## src/rtl/spec_add_seq_pkg.sv

```systemverilog
// ============================================================================
// Module      : spec_add_pkg
// Description : Shared types and constants for the speculative adder sequencer.
// Revision    : 1.0 - initial release
// ============================================================================
`default_nettype none

package spec_add_pkg;

    localparam int DATA_W = 16;

    typedef enum logic [1:0] {
        IDLE = 2'd0,
        EVAL = 2'd1,
        FIX  = 2'd2,
        DONE = 2'd3
    } state_t;

    typedef struct packed {
        logic [DATA_W-1:0] sum;
        logic              cout;
        logic              fixed;
    } res_t;

endpackage

`default_nettype wire

```

## src/rtl/spec_add_seq_if.sv

```systemverilog
// ============================================================================
// Module      : spec_add_seq_if
// Description : Operand-in / result-out valid-ready bundle of the sequencer.
// Revision    : 1.0 - initial release
// ============================================================================
`default_nettype none

interface spec_add_seq_if
    import spec_add_pkg::*;
();

    logic              in_valid;
    logic              in_ready;
    logic [DATA_W-1:0] in_a;
    logic [DATA_W-1:0] in_b;
    logic              in_cin;
    logic              out_valid;
    logic              out_ready;
    logic [DATA_W-1:0] out_sum;
    logic              out_cout;
    logic              out_fixed;

    // Producer/consumer side
    modport master (
        output in_valid, in_a, in_b, in_cin, out_ready,
        input  in_ready, out_valid, out_sum, out_cout, out_fixed
    );

    // Sequencer side
    modport slave (
        input  in_valid, in_a, in_b, in_cin, out_ready,
        output in_ready, out_valid, out_sum, out_cout, out_fixed
    );

endinterface

`default_nettype wire

```

## src/rtl/spec_add_seq_hc_dp16.sv

```systemverilog
// ============================================================================
// Module      : spec_hc_dp16
// Description : Combinational 16-bit speculative adder; carries look back only
//               WIN bits, err flags any bit where the dropped term mattered.
// Revision    : 1.0 - initial release
// ============================================================================
`default_nettype none

module spec_hc_dp16
    import spec_add_pkg::*;
(
    input  logic [DATA_W-1:0] a,
    input  logic [DATA_W-1:0] b,
    input  logic              cin,
    output logic [DATA_W-1:0] appsum,
    output logic              appcout,
    output logic [DATA_W-1:0] sum,
    output logic              cout,
    output logic              err
);

    localparam int WIN = 8;

    logic [DATA_W-1:0]   w_g;
    logic [DATA_W-1:0]   w_p;
    logic [DATA_W:0]     w_c;
    logic [DATA_W:0]     w_ac;
    logic [DATA_W-WIN-1:0] w_perr;

    assign w_g    = a & b;
    assign w_p    = a ^ b;
    assign w_c[0] = cin;

    for (genvar i = 0; i < DATA_W; i++) begin : g_exact
        assign w_c[i+1] = w_g[i] | (w_p[i] & w_c[i]);
    end

    // Carries within the first WIN bits see the full history, so they are exact.
    assign w_ac[WIN:0] = w_c[WIN:0];

    for (genvar i = WIN + 1; i <= DATA_W; i++) begin : g_win
        logic [WIN:0] w_acc;
        assign w_acc[0] = 1'b0;
        for (genvar k = 0; k < WIN; k++) begin : g_step
            assign w_acc[k+1] = w_g[i-WIN+k] | (w_p[i-WIN+k] & w_acc[k]);
        end
        assign w_ac[i] = w_acc[WIN];
        // A fully propagating window hides the carry entering it.
        assign w_perr[i-WIN-1] = (&w_p[i-1:i-WIN]) & w_c[i-WIN];
    end

    assign appsum  = w_p ^ w_ac[DATA_W-1:0];
    assign appcout = w_ac[DATA_W];
    assign sum     = w_p ^ w_c[DATA_W-1:0];
    assign cout    = w_c[DATA_W];
    assign err     = |w_perr;

endmodule

`default_nettype wire

```

## src/rtl/spec_add_seq.sv

```systemverilog
// ============================================================================
// Module      : spec_add_seq
// Description : Variable-latency sequencer around spec_hc_dp16. Optional
//               result statistics enabled by macro SPEC_ADD_STATS_EN.
// Revision    : 1.0 - initial release
// ============================================================================
`default_nettype none

module spec_add_seq
    import spec_add_pkg::*;
#(
    parameter int FORCE_FIX = 0,
    parameter int CNT_W     = 16
) (
    input  logic             clk,
    input  logic             rst_n,
    spec_add_seq_if.slave    bus,
    output logic             busy
`ifdef SPEC_ADD_STATS_EN
    ,
    output logic [CNT_W-1:0] stat_ops,
    output logic [CNT_W-1:0] stat_fixes
`endif
);

    localparam bit C_FORCE = (FORCE_FIX != 0);

    state_t            r_state;
    state_t            w_state_nxt;
    logic [DATA_W-1:0] r_a;
    logic [DATA_W-1:0] r_b;
    logic              r_cin;
    res_t              r_res;
    res_t              w_res_nxt;
    logic              r_out_valid;
    logic              w_in_ready;
    logic              w_load_ops;
    logic              w_load_res;

    logic [DATA_W-1:0] w_appsum;
    logic              w_appcout;
    logic [DATA_W-1:0] w_sum;
    logic              w_cout;
    logic              w_err;

    spec_hc_dp16 u_dp (
        .a       (r_a),
        .b       (r_b),
        .cin     (r_cin),
        .appsum  (w_appsum),
        .appcout (w_appcout),
        .sum     (w_sum),
        .cout    (w_cout),
        .err     (w_err)
    );

    always_comb begin
        w_state_nxt = r_state;
        w_in_ready  = 1'b0;
        w_load_ops  = 1'b0;
        w_load_res  = 1'b0;
        w_res_nxt   = '{sum: w_appsum, cout: w_appcout, fixed: 1'b0};
        case (r_state)
            IDLE: begin
                w_in_ready = 1'b1;
                if (bus.in_valid) begin
                    w_load_ops  = 1'b1;
                    w_state_nxt = EVAL;
                end
            end
            EVAL: begin
                if (!w_err && !C_FORCE) begin
                    w_load_res  = 1'b1;
                    w_state_nxt = DONE;
                end else begin
                    w_state_nxt = FIX;
                end
            end
            FIX: begin
                w_load_res  = 1'b1;
                w_res_nxt   = '{sum: w_sum, cout: w_cout, fixed: 1'b1};
                w_state_nxt = DONE;
            end
            DONE: begin
                // Accepting the result frees the operand registers this same edge.
                w_in_ready = bus.out_ready;
                if (bus.out_ready) begin
                    if (bus.in_valid) begin
                        w_load_ops  = 1'b1;
                        w_state_nxt = EVAL;
                    end else begin
                        w_state_nxt = IDLE;
                    end
                end
            end
            default: w_state_nxt = IDLE;
        endcase
    end

    always_ff @(posedge clk or negedge rst_n) begin
        if (!rst_n) begin
            r_state     <= IDLE;
            r_a         <= '0;
            r_b         <= '0;
            r_cin       <= 1'b0;
            r_res       <= '0;
            r_out_valid <= 1'b0;
        end else begin
            r_state     <= w_state_nxt;
            r_out_valid <= (w_state_nxt == DONE);
            if (w_load_ops) begin
                r_a   <= bus.in_a;
                r_b   <= bus.in_b;
                r_cin <= bus.in_cin;
            end
            if (w_load_res) begin
                r_res <= w_res_nxt;
            end
        end
    end

    assign bus.in_ready  = w_in_ready;
    assign bus.out_valid = r_out_valid;
    assign bus.out_sum   = r_res.sum;
    assign bus.out_cout  = r_res.cout;
    assign bus.out_fixed = r_res.fixed;
    assign busy          = (r_state != IDLE);

`ifdef SPEC_ADD_STATS_EN
    localparam logic [CNT_W-1:0] C_ONE = {{(CNT_W-1){1'b0}}, 1'b1};

    logic             w_accept;
    logic [CNT_W-1:0] r_ops;
    logic [CNT_W-1:0] r_fixes;

    assign w_accept = (r_state == DONE) && bus.out_ready;

    always_ff @(posedge clk or negedge rst_n) begin
        if (!rst_n) begin
            r_ops   <= '0;
            r_fixes <= '0;
        end else if (w_accept) begin
            if (r_ops != '1) begin
                r_ops <= r_ops + C_ONE;
            end
            if (r_res.fixed && (r_fixes != '1)) begin
                r_fixes <= r_fixes + C_ONE;
            end
        end
    end

    assign stat_ops   = r_ops;
    assign stat_fixes = r_fixes;
`endif

endmodule

`default_nettype wire

```

## src/flat_wrapper.sv

```systemverilog
// flat-port wrapper written by rule: the top's interface ports become plain ports
module spec_add_seq_flat import spec_add_pkg::*;
#(
    parameter int FORCE_FIX = 0,
    parameter int CNT_W     = 16
)
  (clk, rst_n, busy, bus_in_valid, bus_in_a, bus_in_b, bus_in_cin, bus_out_ready, bus_in_ready, bus_out_valid, bus_out_sum, bus_out_cout, bus_out_fixed);
  spec_add_seq_if bus_i ();
  input  logic clk;
  input  logic rst_n;
  output logic busy;
  input wire logic [$bits(bus_i.in_valid)-1:0] bus_in_valid;
  input wire logic [$bits(bus_i.in_a)-1:0] bus_in_a;
  input wire logic [$bits(bus_i.in_b)-1:0] bus_in_b;
  input wire logic [$bits(bus_i.in_cin)-1:0] bus_in_cin;
  input wire logic [$bits(bus_i.out_ready)-1:0] bus_out_ready;
  output wire logic [$bits(bus_i.in_ready)-1:0] bus_in_ready;
  output wire logic [$bits(bus_i.out_valid)-1:0] bus_out_valid;
  output wire logic [$bits(bus_i.out_sum)-1:0] bus_out_sum;
  output wire logic [$bits(bus_i.out_cout)-1:0] bus_out_cout;
  output wire logic [$bits(bus_i.out_fixed)-1:0] bus_out_fixed;
  assign bus_i.in_valid = bus_in_valid;
  assign bus_i.in_a = bus_in_a;
  assign bus_i.in_b = bus_in_b;
  assign bus_i.in_cin = bus_in_cin;
  assign bus_i.out_ready = bus_out_ready;
  assign bus_in_ready = bus_i.in_ready;
  assign bus_out_valid = bus_i.out_valid;
  assign bus_out_sum = bus_i.out_sum;
  assign bus_out_cout = bus_i.out_cout;
  assign bus_out_fixed = bus_i.out_fixed;
  spec_add_seq #(.FORCE_FIX(FORCE_FIX), .CNT_W(CNT_W)) u_core (.clk(clk), .rst_n(rst_n), .bus(bus_i), .busy(busy));
endmodule
```

## config.mk

```make
export PLATFORM = sky130hd
export DESIGN_NAME = spec_add_seq_flat
export DESIGN_NICKNAME = d
export VERILOG_FILES = /design/src/rtl/spec_add_seq_pkg.sv /design/src/rtl/spec_add_seq_if.sv /design/src/rtl/spec_add_seq_hc_dp16.sv /design/src/rtl/spec_add_seq.sv /design/src/flat_wrapper.sv
export SDC_FILE = /design/constraint.sdc
export NUM_CORES = 1
export LEC_CHECK = 0
export CAP_MARGIN = 20
export CELL_PAD_IN_SITES_DETAIL_PLACEMENT = 0
export CELL_PAD_IN_SITES_GLOBAL_PLACEMENT = 2
export CORE_ASPECT_RATIO = 2
export CORE_UTILIZATION = 38
export CTS_BUF_LIST = sky130_fd_sc_hd__clkbuf_4 sky130_fd_sc_hd__clkbuf_8 sky130_fd_sc_hd__clkbuf_16
export CTS_CLUSTER_DIAMETER = 200
export DETAILED_ROUTE_END_ITERATION = 7
export PLACE_DENSITY = 0.92
export SLEW_MARGIN = 30
export SYNTH_ARGS = -nofsm -noshare
export SYNTH_HDL_FRONTEND = slang
export SYNTH_SLANG_ARGS = --single-unit
export TNS_END_PERCENT = 1
```

## constraint.sdc

```tcl
create_clock -name clk -period 17.7 [get_ports clk]
set_clock_uncertainty 0.2 [all_clocks]
set_input_delay 5.31 -clock clk [delete_from_list [all_inputs] [get_ports clk]]
set_output_delay 5.31 -clock clk [all_outputs]
set_load 0.02 [all_outputs]
```

Word level (Yosys, flattened, before mapping). Index checks and enable logic that the tools add are counted.

Register bits after elaboration: 54. Bits of input ports: 37. Output and inout bits: 21. Logic and storage cells: 191.

Equal/unequal tests: 4. Muxes and demuxes: 12. Bitwise gates (word level): 156. Reduce and logical (&&, ||, !) cells: 11.

Operators with widths (number): 1-bit bitwise AND (80); 1-bit bitwise OR (72); 8-bit AND reduction (8); 16-bit XOR (3); 18-bit two-way mux (1); 16-bit bitwise AND (1); 2-bit one-hot mux with 4 select lines (1); 8-bit OR reduction (1); 2-bit == test (second input constant) (3); 1-bit one-hot mux with 2 select lines (3); 1-bit two-way mux (5); 2-bit two-way mux (2); 2-bit by 1-bit == test with 1-bit output (second input constant) (1); 2-bit zero test (1); 2-bit nonzero test (1).

Logic depth before layout (Yosys ltp).
Word-level depth: 34. Mapped depth: 17. Mapped depth without buffers: 17.

By module. A second synthesis with hierarchy kept.

Cells, all modules: 273. Area total of the unflattened synthesis: 3412.0 um2.

By module, submodules not included: spec_add_seq (times used 1, cells an instance 154, area an instance 2366.0 um2, seq. area each 1351.3 um2); spec_hc_dp16 (times used 1, cells an instance 119, area an instance 1046.0 um2, seq. area each 0.0 um2).

Worst setup path before layout. No wires, ideal clock.

Kind: input to output. Start: input bus_out_ready. End: output bus_in_ready. Data arrival time: 5668 ps. Required time: 12190 ps. Path slack: 6522 ps. Stages: 2. Buffers on the path: 0. Cell sequence: a21oi_1 -> nor2_1.

Cells in the longest elaborated chain, start to end: 1.

RTL lines: start: declaration (line flat_wrapper.sv:16) `input wire logic [$bits(bus_i.out_ready)-1:0] bus_out_ready;`; 1-bit one-hot mux with 2 select lines (line spec_add_seq.sv:63) `case (r_state)`; end: declaration (line flat_wrapper.sv:17) `output wire logic [$bits(bus_i.in_ready)-1:0] bus_in_ready;`.

No other way between the ends.

Final worst setup path. Ends and elaborated chain as after synthesis.

==> impl_results.md <==
- Largest family of logic cells by synthesized area: multiplexers
- Status: completed
- Setup ws final: 5.532 ns
- Worst path arrival time: roughly 6.7 ns
- Post-synthesis adder-cell area fraction: between 10% and 20%
- Cell breakdown of the critical path: clkdlybuf4s50_1 > a21oi_1 > nor2_1 > clkdlybuf4s50_1
- RSZ-0062 raised after global routing: false
- Hold Vio Cnt, Final: 0
- Drt initial violations: 60
- Largest net degree at the start of global routing: 55
- Seq/Total Area, Yosys: between 40% and 50%
- Final worst path period share: between 60 and 70%
- CP bufs+invs: 2
- Post-Place Setup Slack: roughly 5.5 ns
- EDFF count, synth: 0
- Post-Syn Nets: ~310
- Cell Area, Synth: approximately 0.0031 mm^2
- FF-to-FF path depth: 17
- Vias per inst: between 5 and 6
- Distinct cells, synth: 45
- Crit Path Max Fanout: 4
- Initial antenna violation count: 0
- Chip width: between 60 and 70 um
- Tot GR Track Use: between 15 and 20%
- Leak pwr: 1.655 nW
- Hold Path Depth: 1
- Max Fclk: 0.08218 GHz
- Async SR Flop Fraction: between 90% and 100%
- Maxcap violations: 0
- Final core occ: between 40% and 50%
- Syn Inst Count: 247
- TritonCTS Sinks: 54
- Pins Over Slew Limit: 0
- CP most frequent cell: clkdlybuf4s50_1
- HPWL after DPL: 5117 um
- Num CTS Buffers: 5
- Cts repair resizes: 0
- Main synth FF type: dfrtp_1
- Final instance area: 0.003869 mm^2
- Overall power: 0.9039 mW
- CP max-delay cell: clkdlybuf4s50_1
- Grt total ovfl: 0
- Vias in the first global route: approximately 2,300
- Root Driver: clkbuf_16
- Worst-Skew Late Latency: 0.30 ns
- Critical path class: in2out
- Ports: 58
- Synth Area per Inst: 12.49 um^2
- Antenna cells: 0
- Clock tree buffer depth: 2
- Critical Path Stages: 4
- Worst endpoint required time: approximately 12 ns
- Postcts setup bufs: 0
- Crit path time final: between 10 and 15 ns
- Max_slew headroom: 54.80%
- P&R area growth vs syn: 25.44%
- Most frequent standard cell in the layout excluding fill and tap cells: clkdlybuf4s50_1
- Final WL: approximately 6500 um
- Rows: between 40 and 50
- Crit end category: output pin
- H-tree depth: 2
- VDD IR-drop max: just under 0.1 mV
- Multi-input combinational cell area: ~0.0016 mm^2
- Share of cells above drive strength 1: 21.05%
- Xor and xnor fraction of the mapped netlist area: about 1.7%
- ANT nets after route: 0
- Die H: 129.4 um
- RePlAce Congestion: approximately 0.85
- Port Buf Inserts: 57
- Remaining DRCs: 0
- Commonest non-fill, non-tap cells in the layout: 56 x clkdlybuf4s50_1, 54 x dfrtp_1, 38 x mux2_2, 20 x ha_1
- Area post-placement: about 0.0037 mm^2
- DRT Pass-1 Iters: 4
- Synth warn: 0
- Full die area: roughly 0.0085 mm^2
- Hold WS: 0.2952 ns
- Crit path largest cell delay: 0.60 ns
- Placed cell count: ~390
- Power per cell area: 233.6 mW/mm^2
- Final net count: 370
- Core Footprint: about 0.0079 mm^2
- Routed WL per cell: about 16 um
- Hold Crit Class: reg2reg
- Non-filler cells, final: 400
- First-pass GRT wire length: approximately 11,000 um
- Register area: around 0.0014 mm^2
- Clock Pin Slew Worst Setup and Hold Paths: about 0.060 ns
- FF+latch count, synth: 54
- Setup TNS: 0 ns
- Fillers: 732
- Complex-gate fraction of the synthesized area: 9.939%
- Starting Density: ~40%
- Hold_buf cts: 0
- Multiplexer share of the synthesized area: around 18%
- Slew @ Worst Pin: approximately 0.68 ns
- Post-synthesis simple-gate area fraction: 8.154%
- Via Count: around 2,100
- Largest delay contributor family on the critical path: buffers and inverters
- Critical Path Start Type: input pin
- CTS tree: done
- Final setup viols: 0
-- cell usage after synthesis, drive strengths merged, types with 2 or more instances --
cell / number / share of area [%]
fa: 9 / 5.8
nor3: 4 / 0.81
nand2: 11 / 1.6
mux2: 46 / 18
nand3: 8 / 1.3
mux2i: 2 / 0.65
clkbuf: 6 / 1.7
a41oi: 2 / 0.57
o21ai: 10 / 1.6
a31oi: 3 / 0.61
o31ai: 2 / 0.65
a211oi: 4 / 1.1
xnor2: 5 / 1.4
a2111o: 2 / 0.73
and3: 3 / 0.65
or4: 2 / 0.49
nor2: 8 / 0.97
nor4: 2 / 0.41
buf: 3 / 1.1
nand4: 6 / 1.2
dfrtp: 54 / 44
a21oi: 11 / 1.9
inv: 10 / 1.2
a22oi: 2 / 0.49
ha: 20 / 8.1
-- worst paths after layout --
path	from	to	slack [ns]
min in group asynchronous	rst_n	u_core.bus.out_sum[13]	4.92
worst max-delay path	bus_out_ready	bus_in_ready	5.53
worst min-delay path	u_core.bus.out_fixed	u_core.bus.out_fixed	0.30
worst max register to register	u_core.r_cin	u_core.bus.out_sum[14]	11.56
max in group asynchronous	rst_n	u_core.r_state[1]	11.91
worst min register to register	u_core.bus.out_fixed	u_core.bus.out_fixed	0.30
-- cell families (layout without fill, tap and decap cells) --
group,Yosys count,in the layout
AND/OR/NAND/NOR,47,47
AO/OA/AOI/OAI,44,44
adder cells (fa/ha/maj),29,29
XOR/XNOR,6,6
buffers and inverters,19,76
flip-flops,54,54
multiplexers,48,48
-- power by group --
group | internal (mW) | switching (mW)
Combinational | 0.277 | 0.283
Clock | 0.0661 | 0.0421
Sequential | 0.190 | 0.0454
Total | 0.533 | 0.371
-- final cells by class --
cell class	instances	share of cell area, %
multi-input cells	174	41.75
well taps	96	3.105
inverters	10	0.9702
clock buffers	5	3.234
flip-flops and latches	54	34.93
clock inverters	2	1.003
repair buffers	59	15.01
-- routing by layer --
metal	track usage, %	wire (um)	vias to the layer above
met2	33.43	4017	47
li1	-	-	1022
met1	16.91	2249	1040
met3	2.465	164	8
met4	7.545	110	0
met5	0	0	-
-- state kept, by name (all words and copies together), names as in the netlist --
name                  flops
u_core.bus.out_cout       1
u_core.bus.out_fixed      1
u_core.bus.out_sum       16
u_core.bus.out_valid      1
u_core.r_a               16
u_core.r_b               16
u_core.r_cin              1
u_core.r_state            2
Power figures use the tool's default switching activity.
